[config.mk]
export PLATFORM = sky130hd
export DESIGN_NAME = huff_packer
export DESIGN_NICKNAME = d
export VERILOG_FILES = /design/src/rtl/huff_packer_pkg.sv /design/src/rtl/huff_code_lut.sv /design/src/rtl/huff_packer.sv
export SDC_FILE = /design/constraint.sdc
export NUM_CORES = 1
export LEC_CHECK = 0
export ABC_AREA = 1
export BUFFER_PORTS_ARGS = -buffer_cell sky130_fd_sc_hd__buf_4
export CAP_MARGIN = 20
export CORE_MARGIN = 2
export CORE_UTILIZATION = 25
export DETAILED_ROUTE_END_ITERATION = 10
export SKIP_LAST_GASP = 1
export SYNTH_ARGS = -nofsm -noshare
export SYNTH_HDL_FRONTEND = slang
export SYNTH_SLANG_ARGS = --single-unit
[constraint.sdc]
create_clock -name clk -period 5.2 [get_ports clk]
set_input_delay 1.04 -clock clk [delete_from_list [all_inputs] [get_ports clk]]
set_output_delay 1.04 -clock clk [all_outputs]
set_load 0.02 [all_outputs]
[src/rtl/huff_packer_pkg.sv]
// huff_packer_pkg: shared constants, FSM encoding and code-length helper for the Huffman packer.
package huff_packer_pkg;
  localparam int NSYM = 6;
  localparam int MAXLEN = 8;
  localparam int ACC_W = 16;
  typedef enum logic [1:0] {S_IDLE, S_RUN, S_FLUSH, S_DONE} state_t;
  function automatic int mask_len(input logic [31:0] m);
    int n;
    n = 0;
    for (int i = 0; i < 32; i++) n += int'(m[i]);
    return n;
  endfunction
endpackage

[src/rtl/huff_code_lut.sv]
// huff_code_lut: registered code table; maps a symbol to its masked code, length and illegal flag.
module huff_code_lut
  import huff_packer_pkg::*;
#(
  parameter int MAXLEN = huff_packer_pkg::MAXLEN,
  localparam int LW = $clog2(MAXLEN + 1)
) (
  input  logic                         clk,
  input  logic                         reset,
  input  logic                         i_load,
  input  logic [NSYM-1:0][MAXLEN-1:0]  i_hc,
  input  logic [NSYM-1:0][MAXLEN-1:0]  i_m,
  input  logic [7:0]                   i_sym,
  output logic [MAXLEN-1:0]            o_code,
  output logic [LW-1:0]                o_len,
  output logic                         o_illegal
);
  logic [NSYM-1:0][MAXLEN-1:0] r_code;
  logic [NSYM-1:0][LW-1:0]     r_len;
  logic                        w_ok;
  logic [2:0]                  w_idx;
  always_ff @(posedge clk) begin
    if (!reset) begin
      r_code <= '0;
      r_len  <= '0;
    end else if (i_load) begin
      for (int i = 0; i < NSYM; i++) begin
        r_code[i] <= i_hc[i] & i_m[i];
        r_len[i]  <= LW'(mask_len(32'(i_m[i])));
      end
    end
  end
  always_comb begin
    w_ok      = i_sym != 8'd0 && i_sym <= 8'(NSYM);
    w_idx     = w_ok ? i_sym[2:0] - 3'd1 : 3'd0;
    o_code    = w_ok ? r_code[w_idx] : '0;
    o_len     = w_ok ? r_len[w_idx] : '0;
    o_illegal = !w_ok || o_len == '0;
  end
endmodule

[src/rtl/huff_packer.sv]
// huff_packer: appends Huffman codes for a symbol stream into a left-aligned bit accumulator
// and hands the bits out MSB-first as bytes over a valid/ready interface.
module huff_packer
  import huff_packer_pkg::*;
#(
  parameter int ACC_W  = huff_packer_pkg::ACC_W,
  parameter int MAXLEN = huff_packer_pkg::MAXLEN
) (
  input  logic              clk,
  input  logic              reset,
  input  logic              code_valid,
  input  logic [MAXLEN-1:0] HC1,
  input  logic [MAXLEN-1:0] HC2,
  input  logic [MAXLEN-1:0] HC3,
  input  logic [MAXLEN-1:0] HC4,
  input  logic [MAXLEN-1:0] HC5,
  input  logic [MAXLEN-1:0] HC6,
  input  logic [MAXLEN-1:0] M1,
  input  logic [MAXLEN-1:0] M2,
  input  logic [MAXLEN-1:0] M3,
  input  logic [MAXLEN-1:0] M4,
  input  logic [MAXLEN-1:0] M5,
  input  logic [MAXLEN-1:0] M6,
  input  logic              sym_valid,
  input  logic [7:0]        sym_data,
  output logic              sym_ready,
  input  logic              flush,
  output logic              out_valid,
  output logic [7:0]        out_data,
  input  logic              out_ready,
  output logic              done,
  output logic              err,
  output logic [15:0]       bit_cnt
);
  localparam int CW = $clog2(ACC_W + 1);
  localparam int LW = $clog2(MAXLEN + 1);
  state_t            r_state;
  logic [ACC_W-1:0]  r_acc;
  logic [CW-1:0]     r_cnt;
  logic              w_load, w_fire, w_app, w_pop, w_ill;
  logic [MAXLEN-1:0] w_code;
  logic [LW-1:0]     w_len;
  logic [CW-1:0]     w_cnt_pop, w_sh;
  logic [ACC_W-1:0]  w_acc_pop, w_ins;
  logic [16:0]       w_bc_sum;
  assign w_load = code_valid && (r_state == S_IDLE || r_state == S_DONE);
  huff_code_lut #(.MAXLEN(MAXLEN)) u_lut (
    .clk      (clk),
    .reset    (reset),
    .i_load   (w_load),
    .i_hc     ({HC6, HC5, HC4, HC3, HC2, HC1}),
    .i_m      ({M6, M5, M4, M3, M2, M1}),
    .i_sym    (sym_data),
    .o_code   (w_code),
    .o_len    (w_len),
    .o_illegal(w_ill)
  );
  // Leaving MAXLEN bits of headroom means any accepted code always fits.
  assign sym_ready = r_state == S_RUN && r_cnt <= CW'(ACC_W - MAXLEN);
  assign out_valid = r_cnt >= CW'(8) || (r_state == S_FLUSH && r_cnt != '0);
  assign out_data  = r_acc[ACC_W-1 -: 8];
  assign w_fire    = sym_valid && sym_ready;
  assign w_app     = w_fire && !w_ill;
  assign w_pop     = out_valid && out_ready;
  assign w_cnt_pop = w_pop ? (r_cnt >= CW'(8) ? r_cnt - CW'(8) : '0) : r_cnt;
  assign w_acc_pop = w_pop ? r_acc << 8 : r_acc;
  assign w_sh      = CW'(ACC_W) - w_cnt_pop - CW'(w_len);
  assign w_ins     = w_app ? ACC_W'(w_code) << w_sh : '0;
  assign w_bc_sum  = {1'b0, bit_cnt} + 17'(w_len);
  always_ff @(posedge clk) begin
    if (!reset) begin
      r_state <= S_IDLE;
      r_acc   <= '0;
      r_cnt   <= '0;
      done    <= 1'b0;
      err     <= 1'b0;
      bit_cnt <= '0;
    end else begin
      r_acc <= w_acc_pop | w_ins;
      r_cnt <= w_cnt_pop + (w_app ? CW'(w_len) : '0);
      done  <= 1'b0;
      if (w_fire && w_ill) err <= 1'b1;
      if (w_app) bit_cnt <= w_bc_sum[16] ? 16'hFFFF : w_bc_sum[15:0];
      if (w_load) begin
        r_state <= S_RUN;
        err     <= 1'b0;
        bit_cnt <= '0;
      end else if (r_state == S_RUN && flush) begin
        r_state <= S_FLUSH;
      end else if (r_state == S_FLUSH && r_cnt == '0) begin
        r_state <= S_DONE;
        done    <= 1'b1;
      end
    end
  end
endmodule

==> flow_metrics.py, run 1 <==
metrics = {
    "status": {
        "status": "finished clean",
    },
    "power": {
        "power_density_nw_per_um2": 277,
        "pwr-share-seq_pct": 36.6,
        "p_switching_uw": 758,
        "ir_drop_mv": 0.219,
        "total_power_mw": 2.58,
        "clockPowerShare_pct": 44.9,
        "pwr-share-comb_pct": 18.4,
        "swShare_pct": 29.4,
        "cellLeakagePower_nw": 4.27,
        "p_int_mw": 1.82,
    },
    "clocking": {
        "clkSinkCount": 113,
        "cts-htree-levels": 4,
        "cts_buffers": 17,
        "clkSlewWorstSetupHoldPaths_ps": 60,
        "postCtsHoldBufs": 0,
        "cts_tree": "yes",
        "cts_resized": 0,
        "clk_latency_ps": 430,
        "cts_buffer_depth": 2,
        "post_cts_buffers": 0,
        "cts-root-buf": "clkbuf_16",
    },
    "sta": {
        "setup_tns_ps": 0,
        "worst_pin_slew_ps": 759,
        "min_period_ps": 4410,
        "rsz0062_at_grt": "no",
        "drv_slew": 0,
        "layout_setup_ws_ps": 792,
        "relSlewSlack_pct": 49.3,
        "finalSetupViolCount": 0,
        "fin_crit_sh_pct": 84.8,
        "hold_violations": 0,
        "finClkSkew_ps": 9.73,
        "max_freq_mhz": 227,
    },
    "layout": {
        "nFillCells": 3124,
        "layout.nets": 1330,
        "diodes": 0,
        "fin_util_pct": 32.1,
        "syn_to_final_growth_pct": 25.6,
        "drive_gt1_share_pct": 19.5,
        "final_area_um2": 9300,
    },
    "yosys": {
        "ys_types": 42,
        "ys_ff_latch": 113,
        "syn-mean-instance-area_um2": 7.12,
        "ys_warn_count": 0,
        "synth_edf_count": 0,
        "syn_nets": 1215,
        "ys_seq_area_share_pct": 30.6,
        "synthCells": 1040,
        "async_flop_share_pct": 0,
        "ys.flop_type": "dfxtp_1",
        "syn_area_um2": 7400,
    },
    "placed_design": {
        "placement.io_buffers": 137,
        "postPlaceCellArea_um2": 8710,
        "gp_congestion": 0.845,
        "dpl.hpwl_um": 16800,
        "place_ws_ps": 392,
    },
    "critical_path": {
        "end_kind": "flop",
        "worstPathRequired_ps": 5550,
        "cp.arrival_ps": 4750,
        "reg2reg_to": "r_acc[9]",
        "crit_buf_inv": 6,
        "reg2reg_depth": 17,
        "cp_top_family": "simple AND/OR/NAND/NOR gates",
        "crit_top_cell": "nand2_1",
        "crit_fanout": 24,
        "startpoint_type": "primary input",
        "crit-reg2reg-launch": "r_cnt[4]",
        "critPathMaxStageDelay_ps": 470,
        "worstPathCellList": "buf_4 -> inv_1 -> ha_1 -> nand2_1 -> nand2_1 -> nor2_2 -> nand3b_2 -> nand3_1 -> nand2_1 -> nand2_1 -> nand2_1 -> inv_1 -> ha_1 -> inv_1 -> ha_1 -> fa_1 -> buf_4 -> inv_1 -> nand3_1 -> a21oi_1 -> nand2_1 -> a21oi_1",
        "ff2ff_setup_slack_ps": 1190,
        "slowest_stage": "nand3b_2",
        "path_class": "primary input to flop",
    },
    "global_route": {
        "grt_pass1_wl_um": 34800,
        "antenna_found_initial": 0,
        "gr-total-overflow": 0,
        "grt_max_degree": 51,
        "grt_pass1_vias": 6804,
        "grt_use_total_pct": 14.3,
    },
    "detailed_routing": {
        "first_pass_iters": 5,
        "drt_wl_total_um": 21300,
        "drc": 0,
        "vias": 6943,
        "antenna_left": 0,
        "wl_per_cell_um": 13.7,
        "drt_iter0_markers": 499,
        "viasPerCell": 4.47,
    },
    "worst_hold_path": {
        "hold_end": "u_lut.r_code[21]",
        "hold_path_depth": 2,
        "worstHoldStart": "u_lut.r_code[21]",
        "min_path_type": "flop to flop",
    },
    "job": {
        "cap_violations": 0,
    },
    "floorplanning": {
        "std_cell_rows": 62,
        "die_y_um": 176,
        "pin_count": 138,
        "core_um2": 28900,
        "floorplan.initialDensity_pct": 25.6,
        "die_area_um2": 31000,
        "dieWidth_um": 176,
    },
}
layer usage:
layer	global-route usage [%]	vias up	part of all wire, %
li1	-	3597	-
met1	18.9	3151	47
met2	23.5	174	47
met3	2.80	21	5.2
met4	4.27	0	1.2
met5	0	-	0
stage by stage:
| step | instances | hold WS, ps |
|---|---|---|
| floorplan | 1040 | 429 |
| global placement | 1520 | 439 |
| detailed placement | 1520 | 446 |
| CTS | 1552 | 460 |
| global route | 1552 | 477 |
| finish | 1552 | 457 |
registers in the layout, summed over array words and instances (netlist names):
signal / count
done: 1
bit_cnt: 16
r_acc: 16
u_lut.r_code: 48
r_state: 2
err: 1
u_lut.r_len: 24
r_cnt: 5
cell usage after synthesis (4+ instances only):
cell	count	area [um^2]
a21oi_1	46	230
a21oi_2	17	149
buf_1	6	22.5
buf_2	13	65.1
buf_4	13	97.6
buf_6	4	45.0
clkbuf_1	18	67.6
dfxtp_1	113	2260
fa_1	27	541
ha_1	38	475
inv_1	132	495
inv_2	5	18.8
mux2i_1	6	60.1
nand2_1	283	1060
nand3_1	91	455
nand4_1	30	188
nor2_1	49	184
nor3_1	6	30.0
o21ai_0	64	320
o21ai_2	10	87.6
o22ai_1	22	138
xnor2_1	6	52.6
xor2_1	17	149
logic make-up after synthesis:
kind of cell	count (synthesis)	synth area share [%]
compound gates	166	13.2
xor+xnor	23	2.72
fa+ha+maj	65	13.7
buf+inv	195	11.4
flops	113	30.6
mux	6	0.812
simple gates	472	27.7
placed cells by master (no fill, tap or decap), types with 2 or more instances in the layout:
cell,count
a21o_1,2
a21oi_1,46
a21oi_2,17
buf_4,151
bufinv_16,2
clkbuf_16,17
clkinv_1,2
clkinv_2,2
clkinv_4,2
clkinvlp_4,5
dfxtp_1,113
fa_1,27
ha_1,38
inv_1,132
inv_2,5
inv_6,4
mux2i_1,6
nand2_1,283
nand2_4,2
nand3_1,91
nand3_4,2
nand4_1,30
nor2_1,47
nor2_2,3
nor2_4,2
nor3_1,6
o21ai_0,64
o21ai_2,10
o22ai_1,22
xnor2_1,6
xor2_1,17
worst max-delay path by stage:
stage,startpoint,endpoint,slack [ps],depth (start not counted)
after floorplan,sym_data[0],r_acc[14],380,21
after global placement,sym_data[0],r_acc[14],490,24
after detailed placement,sym_data[0],r_acc[10],390,24
after CTS,sym_data[0],r_acc[9],800,23
after global routing,sym_data[0],r_acc[9],350,22
final,sym_data[0],r_acc[9],790,22
cell type report:
class | count | area, um^2 | share of cell area [%]
Clock buffer | 17 | 425 | 4.58
Clock inverter | 15 | 160 | 1.72
Inverter | 140 | 528 | 5.68
Multi-Input combinational cell | 732 | 4310 | 46.3
Sequential cell | 113 | 2260 | 24.3
Tap cell | 384 | 480 | 5.17
Timing Repair Buffer | 151 | 1130 | 12.2
power groups by stage:
stage | Clock [mW] | Combinational, mW | Sequential [mW]
floorplan | 0 | 0.294 | 0.956
global placement | 0 | 0.473 | 0.962
detailed placement | 0 | 0.481 | 0.963
CTS | 1.18 | 0.483 | 0.944
global route | 1.22 | 0.544 | 0.950
finish | 1.16 | 0.476 | 0.945
worst min-delay path: stages (launching register included):
cell and delay [ps]:
dfxtp_1 320, nand2_1 50, o21ai_0 50
(Power assumes the default switching activity.)
==> run 2: changes to the inputs <==
==> constraint.sdc (replaced) <==
create_clock -name clk -period 3.78 [get_ports clk]
set_input_delay 0.756 -clock clk [delete_from_list [all_inputs] [get_ports clk]]
set_output_delay 0.756 -clock clk [all_outputs]
set_load 0.02 [all_outputs]
==> flow_metrics.py, run 2 (synthesis results as in run 1) <==
metrics = {
    "status": {
        "status": "finished clean",
    },
    "clocking": {
        "clkSlewWorstSetupHoldPaths_ps": 60,
        "clkSinkCount": 113,
        "clk_latency_ps": 420,
        "cts_buffers": 17,
        "cts-htree-levels": 4,
        "cts-root-buf": "clkbuf_16",
        "cts_tree": "yes",
        "postCtsHoldBufs": 0,
        "cts_buffer_depth": 2,
    },
    "sta": {
        "hold_violations": 0,
        "worst_hold_slack_ps": 459,
        "relSlewSlack_pct": 57.5,
        "finalSetupViolCount": 0,
        "finClkSkew_ps": 11.5,
        "worst_pin_slew_ps": 636,
        "min_period_ps": 3430,
        "max_freq_mhz": 292,
        "setup_tns_ps": 0,
        "fin_crit_sh_pct": 90.6,
        "rsz0062_at_grt": "no",
        "drv_slew": 0,
        "layout_setup_ws_ps": 354,
    },
    "detailed_routing": {
        "viasPerCell": 4.47,
        "antenna_left": 0,
        "drt_iter0_markers": 466,
        "drt_wl_total_um": 21800,
        "first_pass_iters": 5,
        "drc": 0,
        "wl_per_cell_um": 13.7,
        "vias": 7106,
    },
    "layout": {
        "final_area_um2": 9870,
        "layout_common_cells": "nand2_1, buf_4, inv_1",
        "diodes": 0,
        "drive_gt1_share_pct": 24.2,
        "top_register": "u_lut.r_code",
        "layout.nets": 1368,
        "largest_reg_flops": 48,
        "largestRegisters": "u_lut.r_code x48, u_lut.r_len x24",
        "layout_commonest_cell": "nand2_1",
        "syn_to_final_growth_pct": 33.3,
    },
    "job": {
        "cap_violations": 0,
    },
    "floorplanning": {
        "core_um2": 28900,
        "std_cell_rows": 62,
        "pin_count": 138,
        "floorplan.initialDensity_pct": 25.6,
        "die_area_um2": 31000,
        "die_y_um": 176,
        "dieWidth_um": 176,
    },
    "placed_design": {
        "postPlaceCellArea_um2": 9160,
        "dpl.hpwl_um": 17200,
        "placement.io_buffers": 137,
        "gp_congestion": 0.840,
        "place_ws_ps": -150,
    },
    "critical_path": {
        "path_class": "primary input to flop",
        "reg2reg_depth": 16,
        "cp.arrival_ps": 3720,
        "worstPathRequired_ps": 4070,
        "cp-endpoint": "bit_cnt[15]",
        "crit_start": "sym_data[1]",
        "reg2reg_to": "r_acc[9]",
        "crit-reg2reg-launch": "r_cnt[4]",
        "startpoint_type": "primary input",
        "crit_top_cell": "nand2_1",
        "crit_fanout": 16,
        "ff2ff_setup_slack_ps": 550,
        "critPathMaxStageDelay_ps": 390,
        "slowest_stage": "fa_1",
        "end_kind": "flop",
    },
    "global_route": {
        "grt_pass1_wl_um": 35600,
        "grt_pass1_vias": 7035,
        "grt_use_total_pct": 14.5,
        "gr-total-overflow": 0,
        "grt_max_degree": 61,
        "antenna_found_initial": 0,
    },
    "power": {
        "cellLeakagePower_nw": 4.53,
        "ir_drop_mv": 0.308,
        "power_density_nw_per_um2": 390,
    },
    "worst_hold_path": {
        "min_path_type": "flop to flop",
    },
}
run 2: cell types whose count changed in the layout (fill, tap and decap cells not counted), sizes merged:
cell      previous run  this run
clkinvlp             5         2
bufinv               2         6
clkbuf              17        19
inv                142       139
buf                151       189
run 2: final cells by class:
cell class                 instances  area, um^2
tap                              384         480
fill                            3057       19100
inverter                         140         541
clock buffer                      19         453
multi-input combinational        732        4430
timing repair buffer             189        1470
sequential                       113        2260
clock inverter                    13         231
run 2: worst max-delay path: cells and delay by family:
family / cells / cell delay, ps
and+or+nand+nor: 14 / 1260
adders and majority gates: 3 / 740
buffers and inverters: 6 / 710
AOI/OAI and AO/OA: 2 / 240
run 2: metrics by stage:
stage / cells / total power, mW / util, %
2_1_floorplan: 1040 / 1.73 / -
3_3_place_gp: 1556 / 2.01 / 31.6
3_5_place_dp: 1556 / 2.02 / 31.6
4_1_cts: 1588 / 3.90 / 34.0
5_1_grt: 1590 / 4.04 / 34.1
6_report: 1590 / 3.85 / 34.1
run 2: worst min path at each step:
stage	from	endpoint	slack, ps	cells after the start
3_3_place_gp	u_lut.r_code[5]	u_lut.r_code[5]	440	2
2_1_floorplan	u_lut.r_code[0]	u_lut.r_code[0]	430	2
4_1_cts	u_lut.r_len[5]	u_lut.r_len[5]	460	2
5_1_grt	u_lut.r_len[20]	u_lut.r_len[20]	480	2
6_report	u_lut.r_len[20]	u_lut.r_len[20]	460	2
3_5_place_dp	u_lut.r_code[2]	u_lut.r_code[2]	450	2
run 2: metal layers:
metal  vias to the layer above  track usage [%]  part of all wire [%]
met4                         0             3.58                   1.2
met1                      3246             19.1                    47
met2                       174             24.1                    47
li1                       3666                -                     -
met3                        20             3.19                   4.7
met5                         -                0                     0
run 2: what timing repair did:
item / CTS / global route
setup endpoints to repair: 0 / 1
resized for setup: 0 / 0
buffers inserted: 0 / 2
run 2: where the power goes:
group          switching [mW]  total, mW  internal, mW
clock                   0.584       1.86          1.27
combinational           0.405      0.695         0.289
sequential             0.0362       1.30          1.27
